## src/rtl/avl_pkg.sv

```systemverilog
// Shared definitions for the Avalon-style bus register slice.
//   AVL_ADDR_W / AVL_DATA_W / AVL_BURST_W : default widths (32/32/8)
//   skid_state_e                          : occupancy of the request skid buffer
//   avl_req_width()                       : width of the packed request word
package avl_pkg;

    localparam int AVL_ADDR_W  = 32;
    localparam int AVL_DATA_W  = 32;
    localparam int AVL_BURST_W = 8;

    typedef enum logic [1:0] {
        EMPTY,
        ONE,
        TWO
    } skid_state_e;

    // Request word layout, MSB first:
    // {address, byte_en, read, write, write_data, begin_burst, burst_count}
    function automatic int avl_req_width(input int addr_w, input int data_w, input int burst_w);
        return addr_w + data_w / 8 + 2 + data_w + 1 + burst_w;
    endfunction

endpackage

```

## src/rtl/avl_resp_fifo.sv

```systemverilog
// Read-response FIFO of the bus register slice.
// The pop side is driven only from flops (count, read pointer, storage), and
// the push-side ready depends only on the count, so no combinational path
// crosses the FIFO in either direction. An empty FIFO shows zero data.
// Ports:
//   clk, rst        : clock, asynchronous active-high reset
//   i_push_valid    : write-side beat offered
//   i_push_data     : write-side data
//   o_push_ready    : FIFO not full
//   o_pop_valid     : FIFO not empty
//   o_pop_data      : head entry (zero when empty)
//   i_pop_ready     : read side takes the head entry
module avl_resp_fifo
    import avl_pkg::*;
#(
    parameter int DATA_W = AVL_DATA_W,
    parameter int DEPTH  = 4
) (
    input  logic              clk,
    input  logic              rst,
    input  logic              i_push_valid,
    input  logic [DATA_W-1:0] i_push_data,
    output logic              o_push_ready,
    output logic              o_pop_valid,
    output logic [DATA_W-1:0] o_pop_data,
    input  logic              i_pop_ready
);

    localparam int PTR_W = $clog2(DEPTH);
    localparam int CNT_W = PTR_W + 1;

    logic [DATA_W-1:0] r_mem [DEPTH];
    logic [PTR_W-1:0]  r_wr_ptr;
    logic [PTR_W-1:0]  r_rd_ptr;
    logic [CNT_W-1:0]  r_count;
    logic              w_push;
    logic              w_pop;

    assign o_push_ready = (r_count != CNT_W'(DEPTH));
    assign o_pop_valid  = (r_count != '0);
    assign w_push       = i_push_valid && o_push_ready;
    assign w_pop        = o_pop_valid && i_pop_ready;

    // Storage carries no reset; the empty case is masked to zero at the output.
    assign o_pop_data = o_pop_valid ? r_mem[r_rd_ptr] : '0;

    always_ff @(posedge clk) begin
        if (w_push) begin
            r_mem[r_wr_ptr] <= i_push_data;
        end
    end

    // DEPTH is a power of two, so the pointers wrap by natural overflow.
    always_ff @(posedge clk or posedge rst) begin
        if (rst) begin
            r_wr_ptr <= '0;
            r_rd_ptr <= '0;
            r_count  <= '0;
        end else begin
            if (w_push) begin
                r_wr_ptr <= r_wr_ptr + 1'b1;
            end
            if (w_pop) begin
                r_rd_ptr <= r_rd_ptr + 1'b1;
            end
            case ({w_push, w_pop})
                2'b10:   r_count <= r_count + 1'b1;
                2'b01:   r_count <= r_count - 1'b1;
                default: r_count <= r_count;
            endcase
        end
    end

endmodule

```

## src/rtl/avl_bus_pipe.sv

```systemverilog
// Avalon-style register slice between one bus master (s_ side) and one slave
// (m_ side). Every request and response output comes from a flop: requests go
// through a 2-entry skid buffer (output register + skid register), read data
// through avl_resp_fifo. One cycle latency, full throughput, order preserved.
// Ports:
//   clk, rst                      : clock, asynchronous active-high reset
//   s_address .. s_burst_count    : request from master
//   s_request_ready               : request accepted when (read|write) && ready
//   s_read_data/_valid, s_resp_ready : response to master
//   m_address .. m_burst_count    : request to slave (held until accepted)
//   m_request_ready               : slave accepts request
//   m_read_data/_valid, m_resp_ready : response from slave
//   stat_rd_beats, stat_wr_beats  : accepted m-side read/write beat counters,
//                                   present only when AVL_PIPE_STATS_EN is defined
module avl_bus_pipe
    import avl_pkg::*;
#(
    parameter int ADDR_W     = AVL_ADDR_W,
    parameter int DATA_W     = AVL_DATA_W,
    parameter int BURST_W    = AVL_BURST_W,
    parameter int RESP_DEPTH = 4
) (
    input  logic                clk,
    input  logic                rst,
    input  logic [ADDR_W-1:0]   s_address,
    input  logic [DATA_W/8-1:0] s_byte_en,
    input  logic                s_read,
    input  logic                s_write,
    input  logic [DATA_W-1:0]   s_write_data,
    input  logic                s_begin_burst_transfer,
    input  logic [BURST_W-1:0]  s_burst_count,
    output logic                s_request_ready,
    output logic [DATA_W-1:0]   s_read_data,
    output logic                s_read_data_valid,
    input  logic                s_resp_ready,
    output logic [ADDR_W-1:0]   m_address,
    output logic [DATA_W/8-1:0] m_byte_en,
    output logic                m_read,
    output logic                m_write,
    output logic [DATA_W-1:0]   m_write_data,
    output logic                m_begin_burst_transfer,
    output logic [BURST_W-1:0]  m_burst_count,
    input  logic                m_request_ready,
    input  logic [DATA_W-1:0]   m_read_data,
    input  logic                m_read_data_valid,
    output logic                m_resp_ready
`ifdef AVL_PIPE_STATS_EN
    ,
    output logic [31:0]         stat_rd_beats,
    output logic [31:0]         stat_wr_beats
`endif
);

    localparam int REQ_W  = avl_req_width(ADDR_W, DATA_W, BURST_W);
    localparam int WR_BIT = BURST_W + DATA_W + 1;
    localparam int RD_BIT = BURST_W + DATA_W + 2;

    skid_state_e      r_state;
    logic [REQ_W-1:0] r_out_req;
    logic [REQ_W-1:0] r_skid_req;
    logic             r_s_ready;
    logic [REQ_W-1:0] w_s_req;
    logic             w_s_acc;
    logic             w_m_acc;

    assign w_s_req = {s_address, s_byte_en, s_read, s_write, s_write_data,
                      s_begin_burst_transfer, s_burst_count};

    assign {m_address, m_byte_en, m_read, m_write, m_write_data,
            m_begin_burst_transfer, m_burst_count} = r_out_req;

    assign s_request_ready = r_s_ready;
    assign w_s_acc         = (s_read || s_write) && r_s_ready;
    assign w_m_acc         = (m_read || m_write) && m_request_ready;

    // The output register presents the oldest beat; the skid register only
    // fills when a beat arrives while the slave stalls. Ready is the inverse
    // of skid occupancy and is kept in its own flop.
    always_ff @(posedge clk or posedge rst) begin
        if (rst) begin
            r_state    <= EMPTY;
            r_out_req  <= '0;
            r_skid_req <= '0;
            r_s_ready  <= 1'b1;
        end else begin
            case (r_state)
                EMPTY: begin
                    if (w_s_acc) begin
                        r_out_req <= w_s_req;
                        r_state   <= ONE;
                    end
                end
                ONE: begin
                    if (w_s_acc && w_m_acc) begin
                        r_out_req <= w_s_req;
                    end else if (w_s_acc) begin
                        r_skid_req <= w_s_req;
                        r_state    <= TWO;
                        r_s_ready  <= 1'b0;
                    end else if (w_m_acc) begin
                        // Drop the strobes but hold the remaining fields.
                        r_out_req[RD_BIT] <= 1'b0;
                        r_out_req[WR_BIT] <= 1'b0;
                        r_state           <= EMPTY;
                    end
                end
                TWO: begin
                    if (w_m_acc) begin
                        r_out_req <= r_skid_req;
                        r_state   <= ONE;
                        r_s_ready <= 1'b1;
                    end
                end
                default: begin
                    r_state   <= EMPTY;
                    r_s_ready <= 1'b1;
                end
            endcase
        end
    end

    avl_resp_fifo #(
        .DATA_W (DATA_W),
        .DEPTH  (RESP_DEPTH)
    ) u_resp_fifo (
        .clk          (clk),
        .rst          (rst),
        .i_push_valid (m_read_data_valid),
        .i_push_data  (m_read_data),
        .o_push_ready (m_resp_ready),
        .o_pop_valid  (s_read_data_valid),
        .o_pop_data   (s_read_data),
        .i_pop_ready  (s_resp_ready)
    );

`ifdef AVL_PIPE_STATS_EN
    logic [31:0] r_stat_rd;
    logic [31:0] r_stat_wr;

    // A read request counts once regardless of its burst length.
    always_ff @(posedge clk or posedge rst) begin
        if (rst) begin
            r_stat_rd <= '0;
            r_stat_wr <= '0;
        end else begin
            r_stat_rd <= r_stat_rd + 32'(w_m_acc && m_read);
            r_stat_wr <= r_stat_wr + 32'(w_m_acc && m_write);
        end
    end

    assign stat_rd_beats = r_stat_rd;
    assign stat_wr_beats = r_stat_wr;
`else
    // Statistics counters are not built in this configuration.
`endif

endmodule

```

## config.mk

```make
export PLATFORM = sky130hd
export DESIGN_NAME = avl_bus_pipe
export DESIGN_NICKNAME = d
export VERILOG_FILES = /design/src/rtl/avl_pkg.sv /design/src/rtl/avl_resp_fifo.sv /design/src/rtl/avl_bus_pipe.sv
export SDC_FILE = /design/constraint.sdc
export NUM_CORES = 1
export LEC_CHECK = 0
export ABC_CLOCK_PERIOD_IN_PS = 12400
export CORE_UTILIZATION = 30
export DETAILED_ROUTE_END_ITERATION = 10
export PLACE_DENSITY_LB_ADDON = 0.2
export SLEW_MARGIN = 10
export SYNTH_ARGS = -nofsm -noshare
export SYNTH_HDL_FRONTEND = slang
export SYNTH_SLANG_ARGS = --single-unit
```

## constraint.sdc

```tcl
create_clock -name clk -period 12.4 [get_ports clk]
set_clock_uncertainty 0.05 [all_clocks]
set_input_delay 1.86 -clock clk [delete_from_list [all_inputs] [get_ports clk]]
set_output_delay 1.86 -clock clk [all_outputs]
set_load 0.01 [all_outputs]
```

# After elaboration in Yosys (flattened, before gate mapping)
# Memory sizes are Yosys's and may differ from the RTL's.
# Index checks and enable logic that the tools add are counted.
# Widths: inputs -> output; s select.
word_totals:
  ff_bits: 168
  ram_bits: 128
  input_bits: 116
  out_inout_bits: 114
  elab_cells: 65
  mem_count: 1
classes:
  add_sub_neg: 4
  eq_ne: 13
  n_mux: 21
  bitwise_logic: 2
  n_reduce_logical: 16
mem_list:
  columns: ["memory", "depth", "width", "rd", "rd_ports_with_merged_regs", "wr", "line_no", "text"]
  rows:
  - ["u_resp_fifo.r_mem", 4, 32, 1, 0, 1, "avl_resp_fifo.sv:32", "logic [DATA_W-1:0] r_mem [DEPTH];"]
ops:
  columns: ["cell", "n"]
  rows:
  - ["$pmux 79 s3", 1]
  - ["$mux 79", 2]
  - ["$mux 41", 1]
  - ["$mux 36", 1]
  - ["$mux 32", 1]
  - ["$mux 2", 7]
  - ["$ne 3x3->1 const B", 4]
  - ["$reduce_and 4->1", 3]
  - ["$ne 2x2->1 const B", 5]
  - ["$pmux 2 s3", 1]
  - ["$pmux 3 s2", 1]
  - ["$reduce_bool 3->1", 2]
  - ["$logic_and 1x1->1", 5]
  - ["$mux 1", 5]
  - ["$reduce_and 5->1", 1]
  - ["$add 2x1->2 const B", 2]
  - ["$eq 2x1->1 const B", 2]
  - ["$eq 2x2->1 const B", 2]
  - ["$add 3x1->3 const B", 1]
  - ["$pmux 1 s3", 1]
  - ["$reduce_and 3->1", 1]
  - ["$sub 3x1->3 const B", 1]
  - ["$logic_not 2->1", 1]
  - ["$logic_or 1x1->1", 2]
  - ["other kinds (2)", 3]

# Logic depth before layout (Yosys ltp)
logic_depth:
  word_depth: 6
  depth_mapped: 10
  depth_no_buf: 10

# Modules after synthesis
# Synthesis repeated with hierarchy kept, for this count alone.
unflattened:
  hier_cells: 711
  area_unflattened_um2: 12354.3
by_module_without_submodules:
  columns: ["module", "instances", "cells_each", "area_each_um2", "seq_area_each_um2"]
  rows:
  - ["avl_bus_pipe", 1, 469, 7051.8, 4030.1]
  - ["avl_resp_fifo", 1, 242, 5302.6, 4018.9]

# Worst setup path after synthesis
# OpenSTA, ideal clock, no wires.
synth_path:
  kind: "reg2out"
  startpoint: "register u_resp_fifo.r_rd_ptr[0]"
  endpoint: "output port s_read_data[10]"
  t_arrival_ns: 1.652
  t_required_ns: 10.490
  slack_ns: 8.838
  path_stages_with_launch: 5
  path_buffers: 2
  path_cell_list: "dfrtp_1 > clkbuf_1 > buf_2 > mux4_2 > and2_1"
synth_via:
  elab_chain_len: 2
synth_lines:
  columns: ["element", "line_no", "text"]
  rows:
  - ["start, declared", "avl_resp_fifo.sv:34", "logic [PTR_W-1:0] r_rd_ptr;"]
  - ["start signal, assigned", "avl_resp_fifo.sv:64", "r_rd_ptr <= r_rd_ptr + 1'b1;"]
  - ["$mem_v2 4x32", null, null]
  - ["$mux 32", "avl_resp_fifo.sv:45", "assign o_pop_data = o_pop_valid ? r_mem[r_rd_ptr] : '0;"]
  - ["end, declared", "avl_bus_pipe.sv:33", "output logic [DATA_W-1:0] s_read_data,"]
# Every way passes these cells.

# Final worst setup path
layout_path:
  startpoint: "register u_resp_fifo.r_rd_ptr[0]"
  endpoint: "output port s_read_data[18]"
# Same word-level chain as after synthesis.

==> impl_metrics.tcl <==
set metrics [dict create \
    outcome "finished clean" \
    syn_avg_cell_area_um2 17.3 \
    drv_slew 0 \
    gr-total-overflow 0 \
    wl_per_cell_um 19.0 \
    drc_errors 0 \
    irDropWorstVdd_uv 141 \
    drt_iter0_markers 240 \
    path_cells "buf_4, mux4_2, and2_1, clkdlybuf4s50_1" \
    tns_ps 0 \
    wl_um 28400 \
    synth-seq-cells 296 \
    holdBufCountCts 0 \
    slew-limit-headroom_pct 45.8 \
    slowest_delay_ps 570 \
    io_buffer_count 229 \
    cts_setup_buffers 0 \
    worstSetupEndpointType "output pin" \
    register_area_um2 8050 \
    combPwrFrac_pct 41.3 \
    dp_cells 1431 \
    clock_path_buffers 3 \
    antenna_found_initial 3 \
    p_switching_uw 1330 \
    hold_path_class "flop to flop" \
    yosysSeqAreaShare_pct 65.4 \
    pwr_density_cell_nw_per_um2 272 \
    ys_warn_count 0 \
    synth_edf_count 128 \
    die_x_um 204 \
    max_freq_mhz 211 \
    coreArea_um2 40100 \
    r2r-end "r_out_req[24]" \
    clockRootBuffer "clkbuf_16" \
    hold_end "u_resp_fifo.r_count[0]" \
    vias 6984 \
    ant_nets 0 \
    drt_first_pass_iters 4 \
    num_rows 73 \
    ios 230 \
    netlist_area_um2 12300 \
    cp.depth 4 \
    synth_top_family_by_area "multiplexers" \
    hpwl_um 17100 \
    pwr-share-clk_pct 23.4 \
    syn_to_final_growth_pct 32.5 \
    sw_frac_of_total_pct 29.9 \
    worstPathArrival_ps 2830 \
    drive_gt1_share_pct 26.9 \
    synth_fa_ha_area_share_pct 1.08 \
    yosys.area_share.simple_pct 2.66 \
    critPathMaxFanout 28 \
    rrSetupSlack_ps 9180 \
    syn_inst 712 \
    tightestPinTransition_ps 813 \
    synth_compound_area_share_pct 6.55 \
    cap_violations 0 \
    synth_fp_nets 838 \
    intPower_uw 3110 \
    post-route-period-util_pct 38.2 \
    fin_crit_ps 4740 \
    clk_pin_slew_ps 60 \
    worst_hold_slack_ps 442 \
    final_common_cell "clkdlybuf4s50_1" \
    r2r_cells 7 \
    critPathKind "flop to output pin" \
    insertion_delay_ps 530 \
    reg2reg_from "r_state[1]" \
    finalNetCount 1069 \
    finalNonFillerCells 1495 \
    cts_tree "built" \
    rsz0062_at_grt "false" \
    synth_flop_cell "dfrtp_1" \
    critPathTopFamily "buffers and inverters" \
    multiInputGateArea_um2 3990 \
    ys_types 35 \
    min_from "u_resp_fifo.r_count[0]" \
    fill_cells 3704 \
    p_seq_share_pct 35.3 \
    final_cell_mix "229 x clkdlybuf4s50_1, 166 x dfrtp_1, 129 x mux2_2" \
    p_leak_uw 0.00637 \
    start_util_pct 30.7 \
    slowest_stage "mux4_2" \
    numCtsBuffers 35 \
    cts-resized-gates 0 \
    grt_pass1_wl_um 44400 \
    htree_levels 2 \
    dieHeight_um 204 \
    grt_max_degree 61 \
    hold_viol 0 \
    finalWeightedCongestion 0.691 \
    async_flop_share_pct 56.8 \
    die_area_um2 41800 \
    detailed_place.area_um2 15100 \
    hold_depth 1 \
    cp.required_ps 10490 \
    synth-xor-area-share_pct 0.498 \
    track_usage_pct 13.9 \
    synthMuxAreaShare_pct 21.5 \
    grt_pass1_vias 7544 \
    final_area_um2 16300 \
    critPathBufInv 2 \
    numClockSinks 296 \
    viasPerCell 4.67 \
    setup_viol 0 \
    worstSetupStartpointType "flop" \
]
## Yosys cell counts (6+ instances only)
| cell type | number | area share (%) |
|---|---|---|
| dfrtp_1 | 167 | 34 |
| mux2_2 | 129 | 12 |
| edfxtp_1 | 128 | 31 |
| a22o_1 | 80 | 5.7 |
| and2_1 | 35 | 1.8 |
| mux4_2 | 32 | 5.9 |
| mux2_4 | 30 | 3.7 |
| clkbuf_1 | 25 | 0.76 |
| buf_2 | 17 | 0.69 |
| ha_1 | 9 | 0.92 |
| inv_1 | 9 | 0.27 |
| buf_6 | 6 | 0.55 |
## cells by family after synthesis
group | count (synthesis)
compound gates | 94
xor+xnor | 7
fa+ha+maj | 10
buf+inv | 57
flops | 296
mux | 193
simple gates | 55
## sequential cells by signal (all words and copies together), names as in the netlist
register              count
s_request_ready           1
u_resp_fifo.r_mem       128
r_out_req                79
r_skid_req               79
u_resp_fifo.r_count       3
u_resp_fifo.r_rd_ptr      2
r_state                   2
u_resp_fifo.r_wr_ptr      2
## power groups by stage
stage / sequential (uW) / clock, uW / combinational, uW
after floorplan: 1600 / 0 / 1130
after global placement: 1570 / 0 / 1860
after detailed placement: 1580 / 0 / 1880
after CTS: 1570 / 1080 / 1880
after global routing: 1610 / 1120 / 1990
final: 1560 / 1040 / 1830
## worst max path at each step
stage	from	to	slack, ps
6_report	u_resp_fifo.r_rd_ptr[0]	s_read_data[18]	7660
4_1_cts	u_resp_fifo.r_rd_ptr[0]	s_read_data[5]	7540
3_5_place_dp	s_write	r_out_req[29]	7500
3_3_place_gp	s_write	r_out_req[22]	7500
5_1_grt	u_resp_fifo.r_rd_ptr[0]	s_read_data[14]	7450
2_1_floorplan	rst	r_out_req[0]	5940
## per-stage QoR
stage / power [uW] / worst slack [ps] / util, %
after floorplan: 2730 / 5940 / -
after global routing: 4720 / 7450 / 40.6
final: 4440 / 7660 / 40.6
after CTS: 4530 / 7540 / 40.6
after global placement: 3430 / 7500 / 37.7
after detailed placement: 3460 / 7500 / 37.7
## worst register-to-register path, cell delays in order (launching register included)
cell and delay (ps):
dfrtp_1 430, inv_1 100, ha_1 380, or3b_1 210, a2bb2oi_1 190, o21a_4 510, buf_4 760, mux2_2 480
## final cells by class
cell class,count,share of cell area [%]
Timing Repair Buffer,242,14.7
Clock inverter,12,0.960
Multi-Input combinational cell,359,24.5
Clock buffer,51,6.19
Tap cell,525,4.03
Antenna cell,1,0.0154
Sequential cell,296,49.4
Inverter,9,0.238
## metal layers
metal / routed length, um / vias up / part of all wire (%) / GRT usage [%]
li1: - / 3180 / - / -
met1: 12100 / 3556 / 43 / 17.2
met2: 12700 / 199 / 45 / 21.4
met3: 2830 / 45 / 10 / 6.12
met4: 657 / 4 / 2.3 / 5.22
met5: 23 / - / 0.081 / 0
No activity file was read; power rests on OpenSTA's default activity.
